<file path="config.mk">
export PLATFORM = sky130hd
export DESIGN_NAME = cp0_ex_ctrl
export DESIGN_NICKNAME = d
export VERILOG_FILES = /design/src/rtl/cp0_ex_ctrl.sv
export SDC_FILE = /design/constraint.sdc
export NUM_CORES = 1
export LEC_CHECK = 0
export ABC_AREA = 1
export BUFFER_PORTS_ARGS = -buffer_cell sky130_fd_sc_hd__buf_2
export CORE_AREA = 2 2 176 178
export DETAILED_ROUTE_END_ITERATION = 10
export DIE_AREA = 0 0 178 180
export SYNTH_ARGS = -nofsm -noshare
export SYNTH_HDL_FRONTEND = slang
export SYNTH_SLANG_ARGS = --single-unit
</file>
<file path="constraint.sdc">
create_clock -name cp0_clk -period 1.7 [get_ports cp0_clk]
set_clock_uncertainty 0.2 [all_clocks]
set_input_delay 0.255 -clock cp0_clk [delete_from_list [all_inputs] [get_ports cp0_clk]]
set_output_delay 0.255 -clock cp0_clk [all_outputs]
set_load 0.01 [all_outputs]
</file>
<file path="src/rtl/cp0_ex_ctrl.sv">
// pms-stage CP0 driver: resolves exceptions/interrupts/ERET of two in-order slots,
// gates mtc0 writes, kills younger work and holds a registered fetch redirect.
module cp0_ex_ctrl #(
  parameter logic [31:0] EX_VECTOR = 32'hBFC0_0380
) (
  input  logic        cp0_clk,
  input  logic        reset,
  input  logic        pms_go,
  input  logic        i1_valid,
  input  logic [31:0] i1_pc,
  input  logic        i1_ex,
  input  logic [4:0]  i1_excode,
  input  logic [31:0] i1_badvaddr,
  input  logic        i1_bd,
  input  logic        i1_eret,
  input  logic        i1_mtc0,
  input  logic [7:0]  i1_c0_addr,
  input  logic [31:0] i1_c0_wdata,
  input  logic        i2_valid,
  input  logic [31:0] i2_pc,
  input  logic        i2_ex,
  input  logic [4:0]  i2_excode,
  input  logic [31:0] i2_badvaddr,
  input  logic        i2_bd,
  input  logic        i2_eret,
  input  logic        i2_mtc0,
  input  logic [7:0]  i2_c0_addr,
  input  logic [31:0] i2_c0_wdata,
  input  logic        has_int,
  input  logic [31:0] epc_res,
  output logic        inst1_mtc0_we,
  output logic [7:0]  inst1_c0_addr,
  output logic [31:0] inst1_c0_wdata,
  output logic        inst2_mtc0_we,
  output logic [7:0]  inst2_c0_addr,
  output logic [31:0] inst2_c0_wdata,
  output logic        pms_ex,
  output logic [4:0]  ex_type,
  output logic        pms_bd,
  output logic [31:0] pms_pc,
  output logic [31:0] pms_badvaddr,
  output logic        pms_eret,
  output logic        i1_commit,
  output logic        i2_commit,
  output logic        flush_valid,
  output logic [31:0] flush_pc,
  input  logic        flush_ready,
  output logic        ctrl_busy
);

  typedef enum logic {S_IDLE, S_FLUSH} state_t;

  state_t      r_state;
  logic        r_flush_valid;
  logic [31:0] r_flush_pc;
  logic        r_busy;

  logic        w_fire, w_t1, w_t2, w_ex_sel, w_eret_sel, w_c1, w_fwd;
  logic [31:0] w_target;

  assign w_fire     = pms_go & (r_state == S_IDLE) & ~reset;
  assign w_t1       = i1_valid & (has_int | i1_ex | i1_eret);
  assign w_t2       = i2_valid & (i2_ex | i2_eret);
  // An exception (or interrupt) in the selected slot outranks its ERET.
  assign w_ex_sel   = w_t1 ? (has_int | i1_ex) : (i2_valid & i2_ex);
  assign w_eret_sel = w_t1 ? (i1_eret & ~has_int & ~i1_ex) : (w_t2 & i2_eret & ~i2_ex);
  assign w_c1       = w_fire & i1_valid & ~w_t1;

  assign i1_commit     = w_c1;
  assign inst1_mtc0_we = w_c1 & i1_mtc0;
  assign i2_commit     = w_fire & i2_valid & ~w_t1 & ~w_t2;
  assign inst2_mtc0_we = i2_commit & i2_mtc0;

  assign inst1_c0_addr  = i1_c0_addr;
  assign inst1_c0_wdata = i1_c0_wdata;
  assign inst2_c0_addr  = i2_c0_addr;
  assign inst2_c0_wdata = i2_c0_wdata;

  assign pms_ex       = w_fire & w_ex_sel;
  assign pms_eret     = w_fire & w_eret_sel;
  assign ex_type      = ~pms_ex ? 5'h00 : (w_t1 ? (has_int ? 5'h00 : i1_excode) : i2_excode);
  assign pms_bd       = pms_ex & (w_t1 ? i1_bd : i2_bd);
  assign pms_pc       = ~pms_ex ? 32'h0 : (w_t1 ? i1_pc : i2_pc);
  assign pms_badvaddr = ~pms_ex ? 32'h0 : (w_t1 ? i1_badvaddr : i2_badvaddr);

  // Slot-1 MTC0 to EPC retires in the same cycle as a slot-2 ERET; CP0 EPC is still stale.
  assign w_fwd    = ~w_t1 & w_eret_sel & w_c1 & i1_mtc0 & (i1_c0_addr == 8'h70);
  assign w_target = w_ex_sel ? EX_VECTOR : (w_fwd ? i1_c0_wdata : epc_res);

  always_ff @(posedge cp0_clk) begin
    if (reset) begin
      r_state       <= S_IDLE;
      r_flush_valid <= 1'b0;
      r_flush_pc    <= 32'h0;
      r_busy        <= 1'b0;
    end else begin
      case (r_state)
        S_IDLE: if (w_fire & (w_t1 | w_t2)) begin
          r_state       <= S_FLUSH;
          r_flush_valid <= 1'b1;
          r_flush_pc    <= w_target;
          r_busy        <= 1'b1;
        end
        S_FLUSH: if (flush_ready) begin
          r_state       <= S_IDLE;
          r_flush_valid <= 1'b0;
          r_busy        <= 1'b0;
        end
        default: r_state <= S_IDLE;
      endcase
    end
  end

  assign flush_valid = r_flush_valid;
  assign flush_pc    = r_flush_pc;
  assign ctrl_busy   = r_busy;

endmodule
</file>
======== Yosys cells after proc, flatten, opt, wreduce, memory -nomap -nowiden ========
Index checks and enable logic that the tools add are counted.
cells by class
  bitwise logic cells ..................... 35
  equal/unequal tests ..................... 3
  reduce and logical (&&, ||, !) cells .... 2
  mux-type cells .......................... 18
operator list
  operator            number
  $mux 32             6
  $and 1x1->1         24
  $mux 5              3
  $eq 8x7->1 const B  1
  $mux 1              7
  $not 1->1           7
  $or 1x1->1          4
  $pmux 1 s2          2
  $reduce_and 2->1    2
  $ne 2x1->1 const B  1
  $ne 2x2->1 const B  1
storage, ports and cells
  register bits ........................... 34
  word-level logic and storage cells ...... 61
  output and inout port bits .............. 190

======== Logic depth before layout (Yosys ltp) ========
  word-level depth ........................ 11
  mapped depth ............................ 11

======== Least setup slack after synthesis ========
OpenSTA, ideal clock, no wires.
  path type ............................... input port to output port
  from .................................... input port reset
  to ...................................... output port pms_badvaddr[0]
  stages .................................. 7
  data arrival time ....................... 1.315 ns
  path slack .............................. -0.070 ns
  required time ........................... 1.245 ns
  cells stage by stage .................... buf_2 -> inv_2 -> nand3_2 -> inv_1 -> nand3_1 -> clkbuf_1 -> a21oi_1
between the ends
  longest elaborated chain between the ends .. 4
RTL lines
  element             line  RTL
  start: declaration  7     input logic reset,
  $not 1->1           61    assign w_fire = pms_go & (r_state == S_IDLE) & ~reset;
  $and 1x1->1         61
  $and 1x1->1         79    assign pms_ex = w_fire & w_ex_sel;
  $mux 32             84    assign pms_badvaddr = ~pms_ex ? 32'h0 : (w_t1 ? i1_badvaddr : i2_badvaddr);
  end: declaration    41    output logic [31:0] pms_badvaddr,
Every way passes these cells.

======== Worst setup path after layout ========
  from .................................... register r_state
  to ...................................... output port pms_pc[1]
between the ends
  longest elaborated chain between the ends .. 5
RTL lines
  element                     line  RTL
  start: declaration          53    state_t r_state;
  start signal: assignment    92    r_state <= S_IDLE;
  start signal: assignment    99    r_state <= S_FLUSH;
  start signal: assignment    105   r_state <= S_IDLE;
  $not 1->1 (no source line)  -
  $and 1x1->1 (2 in series)   61
  $and 1x1->1                 79
  $mux 32                     83    assign pms_pc = ~pms_ex ? 32'h0 : (w_t1 ? i1_pc : i2_pc);
  end: declaration            40    output logic [31:0] pms_pc,
Every way passes these cells.

==> key figures <==
CTS
  – # H-tree levels: 2
  – Worst-Skew Late Latency: 0.28 ns
  – Sink Count: 34
  – Clk buf depth: 2
  – Clk slew on worst S/H paths: 0.06 ns
  – Total CTS buffers: 5
  – Root Driver: clkbuf_16
  – CTS tree: yes

Yosys
  – Synth Net Count: 908
  – Synthesized area: 3610 um2
  – Ys Warns: 0
  – Mean Syn Cell Area: 5.62 um2
  – Register bit count reported by yosys: 34
  – Syn Inst Count: 643
  – Cell variety after synth: 23
  – Post-synthesis sequential area ratio: 18.8%

Finish
  – Share of cells above drive strength 1: 54.3%
  – Fin nets: 1226
  – Layout fillers: 3394
  – Area grow syn2layout: 93.1%

Worst setup path
  – Arrival time worst endpoint: 1.56 ns
  – Crit path max fanout: 9
  – Reg2Reg Depth: 11
  – Critical R2R Launch: r_state
  – Internal reg-to-reg setup slack: -0.21 ns
  – Startpoint Class: register
  – Req. time, crit path: 1.24 ns
  – Slowest CP cell: dfxtp_2
  – Slowest Stage Delay on Critical Path: 0.32 ns
  – Cell chain of the critical path: inv_2, nand3_4, inv_4, nand3_4, buf_12, buf_12, a21oi_4, buf_6
  – Crit Path Category: register to primary output
  – Reg-to-reg critical path endpoint: flush_pc[22]
  – Critical Path Sink Type: primary output

STA
  – Measured slew at the worst slew-check pin: 0.438 ns
  – Setup WS post-layout: -0.320 ns
  – Final Max Tran Viols: 0
  – Slew margin rel.: 70.8%
  – Maximum clock frequency: 495 MHz
  – Final setup fails: 107
  – RSZ-0062 raised after global routing: yes
  – Hold_ws: 0.0546 ns
  – Final worst-path cycle share: 119%
  – Endpoints failing hold: 0
  – Final min period: 2.02 ns

Placed design
  – Post-DP HPWL: 17600 um
  – Final GP Congestion: 0.890
  – Port bufs: 374

Run status
  – Status: finished, violations left
  – Failing checks: setup timing

Min path
  – Hold Crit Depth: 5
  – Worst hold path class: primary input to register
  – Hold Path End: flush_pc[24]
  – HP Start: epc_res[24]

GRT
  – GRT Residual Overflow: 0
  – First-pass GRT wire length: 31400 um
  – Tot GR Track Use: 13.5%
  – Vias in the first global route: 4974
  – Pin count of the biggest net entering global routing: 35
  – Antenna violations before repair: 2

Die
  – DIE HEIGHT: 180 um
  – Core area: 30200 um2
  – Rows: 64
  – Die area: 32000 um2
  – Initial Util: 12.0%
  – Boundary Pins: 455
  – Die Width: 178 um

Route
  – First DRT Iteration DRCs: 230
  – Routed length per placed instance: 17.8 um
  – Final antenna-violating net count: 0
  – Drt drc: 0
  – Via count: 5314
  – Iteration count of the initial detailed-routing pass: 4
  – Routed WL: 24200 um
  – Vias per Instance: 3.91

Power and ir drop
  – Leak: 3.61 nW
  – Max VDD drop: 0.000300 V
  – Tot Pwr: 3.07 mW
  – PwrDens: 440 nW/um2

Run
  – Max cap viols: 0
[power by group]
part	internal, mW	switching, mW	total [mW]
sequential	0.827	0.0177	0.845
clock	0.582	0.368	0.950
combinational	0.586	0.690	1.28
total	1.99	1.08	3.07
[cells in the mapped netlist]
cell      number  share of area (%)
a211oi_1       1               0.21
a21oi_1       99                 14
a21oi_2        1               0.24
buf_2         17                2.4
buf_4         83                 17
buf_6          5                1.6
clkbuf_1      17                1.8
dfxtp_1       34                 19
inv_1         83                8.6
inv_2          1               0.10
nand2_1      205                 21
nand2_2        2               0.35
nand2_4        1               0.31
nand3_1       62                8.6
nand3_2        1               0.28
nor2_1        13                1.4
nor2_2         1               0.17
nor2_4         1               0.31
nor3_4         1               0.45
nor3b_1        1               0.21
o21ai_0       12                1.7
o21ai_1        1               0.14
or2_2          1               0.17
[routing by layer]
layer	share of wire [%]	GRT usage, %	vias up
met5	0.054	0	-
met4	2.8	4.33	2
met3	8.9	3.55	34
met2	50	24.8	316
met1	38	14.9	2407
li1	-	-	2555
[how the worst max path moves through the flow]
| stage | slack (ns) | end | startpoint | depth (start not counted) |
|---|---|---|---|---|
| floorplan | -0.07 | pms_badvaddr[0] | reset | 7 |
| global route | -0.38 | pms_badvaddr[18] | r_state | 8 |
| CTS | -0.37 | pms_pc[16] | r_state | 7 |
| finish | -0.32 | pms_pc[1] | r_state | 8 |
| detailed placement | -0.60 | pms_pc[1] | has_int | 8 |
| global placement | -0.60 | pms_pc[1] | has_int | 8 |
[cell families after synthesis]
family / after synthesis / share of synthesized area, %
flip-flops: 34 / 18.8
buffers and inverters: 206 / 31.7
AO/OA/AOI/OAI: 114 / 16.0
AND/OR/NAND/NOR: 289 / 33.5
[cell type report]
| type | count | area [um2] | share of cell area, % |
|---|---|---|---|
| sequential | 34 | 682 | 9.78 |
| antenna | 1 | 2.50 | 0.0359 |
| clock buffer | 7 | 143 | 2.05 |
| timing repair buffer | 433 | 3000 | 43.0 |
| inverter | 84 | 320 | 4.59 |
| clock inverter | 1 | 5.00 | 0.0718 |
| tap | 396 | 495 | 7.10 |
| multi-input combinational | 403 | 2330 | 33.4 |
[cell usage in the layout, fill, tap and decap left out, drive strengths merged, types with 2 or more instances in the layout]
master	count
o21ai	13
clkbuf	12
nand3	63
nand2	208
inv	84
nor2	15
buf	425
a21oi	100
bufbuf	2
dfxtp	34
[critical path, delay by kind of cell (launching register included)]
kind / cells / cell delay [ns]
compound gates: 1 / 0.20
buf+inv: 5 / 0.61
flops: 1 / 0.32
simple gates: 2 / 0.15
[sequential cells by signal, summed over array words and instances (netlist names)]
signal,flops
flush_pc,32
ctrl_busy,1
r_state,1
[through the flow]
stage / area, um2 / std cells / TNS, ns / util (%) / setup WS (ns)
3_5_place_dp: 5590 / 1325 / -35.22 / 18.5 / -0.597
3_3_place_gp: 5590 / 1325 / -34.45 / 18.5 / -0.603
5_1_grt: 6970 / 1359 / -33.47 / 23.1 / -0.378
6_report: 6970 / 1359 / -23.35 / 23.1 / -0.320
2_1_floorplan: 3640 / 643 / -4.37 / - / -0.0698
4_1_cts: 6440 / 1350 / -31.84 / 21.3 / -0.372
[repair_timing]
action | 4_1_cts | 5_1_grt
setup endpoints to repair | 108 | 108
gates resized for setup | 92 | 81
cloned | 7 | 6
setup buffers | 9 | 4
hold buffers | 1 | 0
endpoints found under the hold margin | 1 | 0
pin swaps | 6 | 4
(Power assumes the default switching activity.)
